**src/rtl/fpga_rst_pkg.sv**
```systemverilog
// Shared types and constants for the PLL-downstream reset sequencer.
//   rst_seq_state_t : sequencer FSM states
//   DEF_*           : default parameter values for fpga_rst_seq
//   LOSS_CNT_W      : width of the saturating lock-loss counter
//   cnt_w()         : counter width for a modulus, never below 1 bit
package fpga_rst_pkg;

    typedef enum logic [1:0] {
        S_WAIT_LOCK,
        S_STABLE,
        S_RELEASE,
        S_RUN
    } rst_seq_state_t;

    localparam int DEF_SYNC_STAGES     = 2;
    localparam int DEF_LOCK_STABLE_CYC = 256;
    localparam int DEF_NUM_STAGES      = 3;
    localparam int DEF_STAGE_GAP_CYC   = 16;
    localparam int DEF_LOSS_FILTER_CYC = 4;

    localparam int LOSS_CNT_W = 8;

    // $clog2(1) is 0; a counter that only ever holds 0 still needs one bit.
    function automatic int cnt_w(input int n);
        return (n > 1) ? $clog2(n) : 1;
    endfunction

endpackage

```
**src/rtl/fpga_sync_bit.sv**
```systemverilog
// Single-bit flop-chain synchronizer with asynchronous active-low reset.
//   clk   : destination clock
//   rst_n : asynchronous active-low reset, loads RST_VAL into every flop
//   d     : input, may be asynchronous to clk
//   q     : synchronized output, STAGES edges behind d
// Tied to d=1 it doubles as a reset bridge: async assert, sync release.
module fpga_sync_bit #(
    parameter int   STAGES  = 2,
    parameter logic RST_VAL = 1'b0
) (
    input  logic clk,
    input  logic rst_n,
    input  logic d,
    output logic q
);

    logic [STAGES-1:0] chain;

    always_ff @(posedge clk or negedge rst_n) begin
        if (!rst_n) chain <= {STAGES{RST_VAL}};
        else        chain <= {chain[STAGES-2:0], d};
    end

    assign q = chain[STAGES-1];

endmodule

```
**src/rtl/fpga_rst_seq.sv**
```systemverilog
// Reset sequencer downstream of the system PLL.
// Waits for a stable PLL lock, then releases NUM_STAGES consumer resets in
// order, STAGE_GAP_CYC apart. A filtered lock loss while running drops all
// stage resets at once, sets a sticky flag and bumps a saturating counter.
//   clk              : system clock
//   rst_n            : asynchronous active-low reset
//   pll_locked       : PLL lock flag, asynchronous to clk
//   clr_sticky       : 1-cycle pulse, clears lock_lost_sticky
//   rst_stage_n      : per-stage active-low resets, registered
//   sys_ready        : high only while all stages are released (S_RUN)
//   lock_lost_sticky : set on each filtered loss, cleared by clr_sticky
//   lock_loss_cnt    : saturating count of filtered losses
module fpga_rst_seq
    import fpga_rst_pkg::*;
#(
    parameter int SYNC_STAGES     = DEF_SYNC_STAGES,
    parameter int LOCK_STABLE_CYC = DEF_LOCK_STABLE_CYC,
    parameter int NUM_STAGES      = DEF_NUM_STAGES,
    parameter int STAGE_GAP_CYC   = DEF_STAGE_GAP_CYC,
    parameter int LOSS_FILTER_CYC = DEF_LOSS_FILTER_CYC
) (
    input  logic                  clk,
    input  logic                  rst_n,
    input  logic                  pll_locked,
    input  logic                  clr_sticky,
    output logic [NUM_STAGES-1:0] rst_stage_n,
    output logic                  sys_ready,
    output logic                  lock_lost_sticky,
    output logic [LOSS_CNT_W-1:0] lock_loss_cnt
);

    localparam int STAB_W = cnt_w(LOCK_STABLE_CYC);
    localparam int GAP_W  = cnt_w(STAGE_GAP_CYC);
    localparam int LOSS_W = cnt_w(LOSS_FILTER_CYC);
    localparam int IDX_W  = $clog2(NUM_STAGES) + 1;

    localparam logic [STAB_W-1:0] STAB_LAST = STAB_W'(LOCK_STABLE_CYC - 1);
    localparam logic [GAP_W-1:0]  GAP_LAST  = GAP_W'(STAGE_GAP_CYC - 1);
    localparam logic [LOSS_W-1:0] LOSS_LAST = LOSS_W'(LOSS_FILTER_CYC - 1);
    localparam logic [IDX_W-1:0]  IDX_LAST  = IDX_W'(NUM_STAGES - 1);

    logic rst_int_n;
    logic lock_s;

    // Reset bridge: every internal flop, including the lock synchronizer,
    // leaves reset SYNC_STAGES edges after rst_n rises.
    fpga_sync_bit #(
        .STAGES  (SYNC_STAGES),
        .RST_VAL (1'b0)
    ) u_rst_bridge (
        .clk   (clk),
        .rst_n (rst_n),
        .d     (1'b1),
        .q     (rst_int_n)
    );

    fpga_sync_bit #(
        .STAGES  (SYNC_STAGES),
        .RST_VAL (1'b0)
    ) u_lock_sync (
        .clk   (clk),
        .rst_n (rst_int_n),
        .d     (pll_locked),
        .q     (lock_s)
    );

    rst_seq_state_t    state;
    logic [STAB_W-1:0] stab_cnt;
    logic [GAP_W-1:0]  gap_cnt;
    logic [LOSS_W-1:0] loss_cnt;
    logic [IDX_W-1:0]  idx;
    logic [IDX_W-1:0]  idx_nxt;

    assign idx_nxt = idx + 1'b1;

    always_ff @(posedge clk or negedge rst_int_n) begin
        if (!rst_int_n) begin
            state            <= S_WAIT_LOCK;
            stab_cnt         <= '0;
            gap_cnt          <= '0;
            loss_cnt         <= '0;
            idx              <= '0;
            rst_stage_n      <= '0;
            sys_ready        <= 1'b0;
            lock_lost_sticky <= 1'b0;
            lock_loss_cnt    <= '0;
        end else begin
            // A loss later in this block overrides the clear: set wins.
            if (clr_sticky) lock_lost_sticky <= 1'b0;

            case (state)
                S_WAIT_LOCK: begin
                    rst_stage_n <= '0;
                    sys_ready   <= 1'b0;
                    if (lock_s) begin
                        state    <= S_STABLE;
                        stab_cnt <= '0;
                    end
                end

                S_STABLE: begin
                    if (!lock_s) begin
                        state    <= S_WAIT_LOCK;
                        stab_cnt <= '0;
                    end else if (stab_cnt == STAB_LAST) begin
                        stab_cnt       <= '0;
                        rst_stage_n[0] <= 1'b1;
                        idx            <= '0;
                        gap_cnt        <= '0;
                        if (NUM_STAGES == 1) begin
                            state     <= S_RUN;
                            sys_ready <= 1'b1;
                            loss_cnt  <= '0;
                        end else begin
                            state <= S_RELEASE;
                        end
                    end else begin
                        stab_cnt <= stab_cnt + 1'b1;
                    end
                end

                S_RELEASE: begin
                    if (!lock_s) begin
                        // Lock dropped before the system came up: restart
                        // quietly, this is not a counted loss.
                        state       <= S_WAIT_LOCK;
                        rst_stage_n <= '0;
                        gap_cnt     <= '0;
                    end else if (gap_cnt == GAP_LAST) begin
                        gap_cnt <= '0;
                        idx     <= idx_nxt;
                        for (int k = 0; k < NUM_STAGES; k++) begin
                            if (IDX_W'(k) == idx_nxt) rst_stage_n[k] <= 1'b1;
                        end
                        if (idx_nxt == IDX_LAST) begin
                            state     <= S_RUN;
                            sys_ready <= 1'b1;
                            loss_cnt  <= '0;
                        end
                    end else begin
                        gap_cnt <= gap_cnt + 1'b1;
                    end
                end

                S_RUN: begin
                    if (lock_s) begin
                        loss_cnt <= '0;
                    end else if (loss_cnt == LOSS_LAST) begin
                        // LOSS_FILTER_CYC consecutive unlocked cycles.
                        state            <= S_WAIT_LOCK;
                        loss_cnt         <= '0;
                        rst_stage_n      <= '0;
                        sys_ready        <= 1'b0;
                        lock_lost_sticky <= 1'b1;
                        if (lock_loss_cnt != '1)
                            lock_loss_cnt <= lock_loss_cnt + 1'b1;
                    end else begin
                        loss_cnt <= loss_cnt + 1'b1;
                    end
                end

                default: state <= S_WAIT_LOCK;
            endcase
        end
    end

endmodule

```
**config.mk**
```make
export PLATFORM = sky130hd
export DESIGN_NAME = fpga_rst_seq
export DESIGN_NICKNAME = d
export VERILOG_FILES = /design/src/rtl/fpga_rst_pkg.sv /design/src/rtl/fpga_sync_bit.sv /design/src/rtl/fpga_rst_seq.sv
export SDC_FILE = /design/constraint.sdc
export NUM_CORES = 1
export LEC_CHECK = 0
export CAP_MARGIN = 0
export CORE_ASPECT_RATIO = 0.75
export CORE_UTILIZATION = 35
export DETAILED_ROUTE_END_ITERATION = 10
export PLACE_DENSITY = 0.61
export SLEW_MARGIN = 15
export SYNTH_ARGS = -nofsm -noshare
export SYNTH_HDL_FRONTEND = slang
export SYNTH_SLANG_ARGS = --single-unit
```
**constraint.sdc**
```tcl
create_clock -name clk -period 1.54 [get_ports clk]
set_input_delay 0.385 -clock clk [delete_from_list [all_inputs] [get_ports clk]]
set_output_delay 0.385 -clock clk [all_outputs]
set_load 0.005 [all_outputs]
```
==> results.md <==
* Status: complete, but fails checks
* Failing checks: setup timing
* CP startpoint: state[0]$_DFFE_PN0P_
* Slew Limit Fails at 0
* Peak supply drop at between 0.5 and 0.6 mV
* Filler instances at 469
* DR vias/cell at a little under 5
* Core footprint at 5380 um^2
* Finished Cell Area at 3000 um^2
* Maximum number of pins on one net before global-route repair at 30
* Worst r2r src: state[0]$_DFFE_PN0P_
* Max incr delay on CP at 400 ps
* Max Cap Violations at 0
* Delay-heaviest family, CP: flip-flops
* Syn Area/Cell at 10.3 um^2
* Ys Warns at 0
* Pwr Density at approximately 1400 nW/um^2
* Die width at ~89 um
* Syn Nets at about 210
* Post-layout util at between 50 and 60%
* Sw Ratio at 36.7%
* Sequential cell fraction of total power at between 20% and 30%
* Initial Util at a little over a third
* Async SR Flop Fraction at 100%
* Post-synth EDFFs at 0
* Setup WS post-layout at -234 ps
* First-pass GRT wire length at around 7700 um
* Clk root buf: clkbuf_8
* Sequential Area at between 900 and 1000 um^2
* Static leakage at 1.52 nW
* Final setup fails at 18
* DRC Markers at 0
* Reg-to-Reg End: state[1]$_DFFE_PN0P_
* Clock Skew at 12.0 ps
* # rows at 23
* Final layout net count at about 300
* Critical-path top delay cell: dfrtp_1
* Share of layout cells above drive strength 1 at between 40% and 50%
* Critical path peak fanout at 4
* WP depth at 7
* Reg clk slew, reported paths at around 80 ps
* Drt first pass iters at 4
* Via Count at approximately 1800
* Diodes inserted at 0
* Fmax at between 500 and 600 MHz
* Num CTS Buffers at 5
* Reg2Reg Setup Slack at -230 ps
* Reg2Reg Depth at 7
* CTS Sinks at 36
* Buf/Inv on CP at 2
* Total track usage at roughly 17%
* Combinational Power Share at around 54%
* Worst Setup End Kind: flop
* Vias in the first global route at about 1600
* Hold Vio Cnt, Final at 0
* Pint at between 2 and 3 mW
* Critical Path End: state[1]$_DFFE_PN0P_
* Die height at approximately 67 um
* Crit path kind: reg -> reg
* Total Wirelength at between 4000 and 5000 um
* Cells after synthesis at 191
* Flops & latches, synth at 36
* Worst EP required at ~1700 ps
* CTS max path bufs at 2
* Switching pwr at approximately 1.5 mW
* DP HPWL at around 3200 um
* Share of total power in the clock network at 17.6%
* P&R area growth vs syn at 52.5%
* CP Launch Type: flop
* CTS tree: built
* Drt initial violations at about 100
* Area of the multi-input gates at around 1100 um^2
* Ys flop type: dfrtp_1
* RSZ-0062 raised after global routing: true
* Clock insertion delay at the later pin of the skew report at ~300 ps
* Hold Crit Class: reg -> async
* Placed Instances at roughly 330
* Placed instance area at between 2000 and 3000 um^2
* PortBufs at 16
* Worst Path Arrival at around 2000 ps
* Cell chain of the critical path: inv_2, ha_4, and2_4, a222oi_1, buf_4, o221ai_4, mux2_4
* ANT nets after route at 0
* Final worst path period need at 1770 ps
* I/O pins at 17
* Post-Place Setup Slack at -239 ps
* Fin cells at approximately 350
* Gr ovfl total at 0
* Initial antenna violation count at 0
* Final Cycle Share at 115%
* H-Tree Depth at 2
* Cell Area, Synth at approximately 2000 um^2
* Die area at approximately 5900 um^2
* Gpl congestion at between 0.7 and 0.8
* Post-synthesis sequential area ratio at between 40% and 50%
* Wire per inst at 13.9 um
* Synth cell types at slightly below 50
worst min-delay path by stage:
stage | startpoint | end | depth (start not counted)
6_report | u_rst_bridge.chain[1]$_DFF_PN0_ | lock_lost_sticky$_DFF_PN0_ | 0
3_3_place_gp | u_rst_bridge.chain[1]$_DFF_PN0_ | lock_lost_sticky$_DFF_PN0_ | 0
4_1_cts | u_rst_bridge.chain[1]$_DFF_PN0_ | lock_lost_sticky$_DFF_PN0_ | 0
5_1_grt | u_rst_bridge.chain[1]$_DFF_PN0_ | lock_loss_cnt[1]$_DFFE_PN0P_ | 0
2_1_floorplan | rst_n | u_rst_bridge.chain[0]$_DFF_PN0_ | 0
3_5_place_dp | u_rst_bridge.chain[1]$_DFF_PN0_ | lock_lost_sticky$_DFF_PN0_ | 0
per-stage QoR:
stage / setup TNS, ps / total power [mW] / hold slack (ps)
after floorplan: -167 / 2.12 / 89.4
after global placement: -774 / 2.79 / 118
after detailed placement: -1160 / 2.81 / 125
after CTS: -1040 / 3.74 / 128
after global routing: -3260 / 4.35 / 141
final: -1480 / 4.10 / 116
worst register-to-register path, stage by stage, from the launching register on:
cell      delay [ps]
dfrtp_1          400
inv_2             90
ha_4             170
and2_4           130
a222oi_1         290
buf_4            190
o221ai_4         100
mux2_4           310
cells by family after synthesis:
kind of cell | share of synthesized area [%]
buffers and inverters | 4.51
other | 0.190
and+or+nand+nor | 15.9
AOI/OAI and AO/OA | 17.0
muxes | 3.49
xor gates and xnor gates | 4.89
adders and majority gates | 8.26
DFF | 45.7
synthesized netlist by cell type, drive strengths merged, types with 4 or more instances:
cell type  count  share of area (%)
a21oi         10                2.5
nand4          4                1.6
nor2           9                1.7
xnor2          9                4.0
buf            4                1.9
nor3           4                1.0
nand3         11                2.8
mux2           4                2.5
nand2         12                2.3
ha            13                8.3
and3           5                1.7
inv           10                2.0
dfrtp         36                 46
o21ai         14                3.6
timing repair:
action / CTS / global route
setup buffers: 13 / 7
hold buffers: 0 / 0
pin swaps: 2 / 7
endpoints found under the hold margin: 0 / 0
setup endpoints to repair: 33 / 34
resized for setup: 31 / 28
power groups by stage:
| stage | clock (mW) | combinational [mW] | sequential [mW] |
|---|---|---|---|
| 2_1_floorplan | 0 | 0.935 | 1.18 |
| 3_3_place_gp | 0 | 1.63 | 1.16 |
| 3_5_place_dp | 0 | 1.64 | 1.17 |
| 4_1_cts | 0.735 | 1.85 | 1.15 |
| 5_1_grt | 0.773 | 2.40 | 1.17 |
| 6_report | 0.720 | 2.22 | 1.16 |
layout by cell type (no fill, tap or decap), types with 2 or more instances in the layout:
cell type / count
nor3_1: 2
nand2b_4: 2
ha_1: 8
nor2_1: 9
xnor2_1: 8
dfrtp_2: 3
a21oi_2: 4
and3_1: 3
inv_1: 7
mux2i_1: 2
nand3_1: 10
and4_4: 2
ha_4: 2
o22ai_1: 2
a32o_1: 3
ha_2: 3
nand2_1: 10
clkbuf_8: 6
a211o_1: 2
xor2_1: 2
dlygate4sd2_1: 8
a21oi_1: 5
nand4_1: 3
mux2_2: 3
dfrtp_1: 33
clkdlybuf4s50_1: 3
o211ai_1: 3
inv_2: 2
buf_6: 7
o21ai_0: 9
a31oi_1: 2
buf_4: 62
o21ai_1: 4
nand3b_1: 2
o31ai_1: 2
dlymetal6s2s_1: 5
final cells by class:
class / instances / area share, %
Tap cell: 75 / 3.13
Clock inverter: 1 / 0.250
Timing Repair Buffer: 86 / 24.2
Clock buffer: 7 / 2.88
Multi-Input combinational cell: 138 / 38.1
Inverter: 10 / 1.33
Sequential cell: 36 / 30.1
flip-flops by register name (all words and copies together) (netlist names):
register / cells
stab_cnt: 8
sys_ready: 1
gap_cnt: 4
lock_loss_cnt: 8
rst_stage_n: 3
lock_lost_sticky: 1
loss_cnt: 2
u_lock_sync.chain: 2
idx: 3
u_rst_bridge.chain: 2
state: 2
per-layer routing:
layer  vias up  part of all wire (%)  global-route usage, %
met2        41                    45                   25.3
li1        872                     -                      -
met3         7                   5.0                   3.59
met4         0                   1.2                   4.64
met5         -                     0                      0
met1       834                    49                   25.2
No activity file was read; power rests on OpenSTA's default activity.
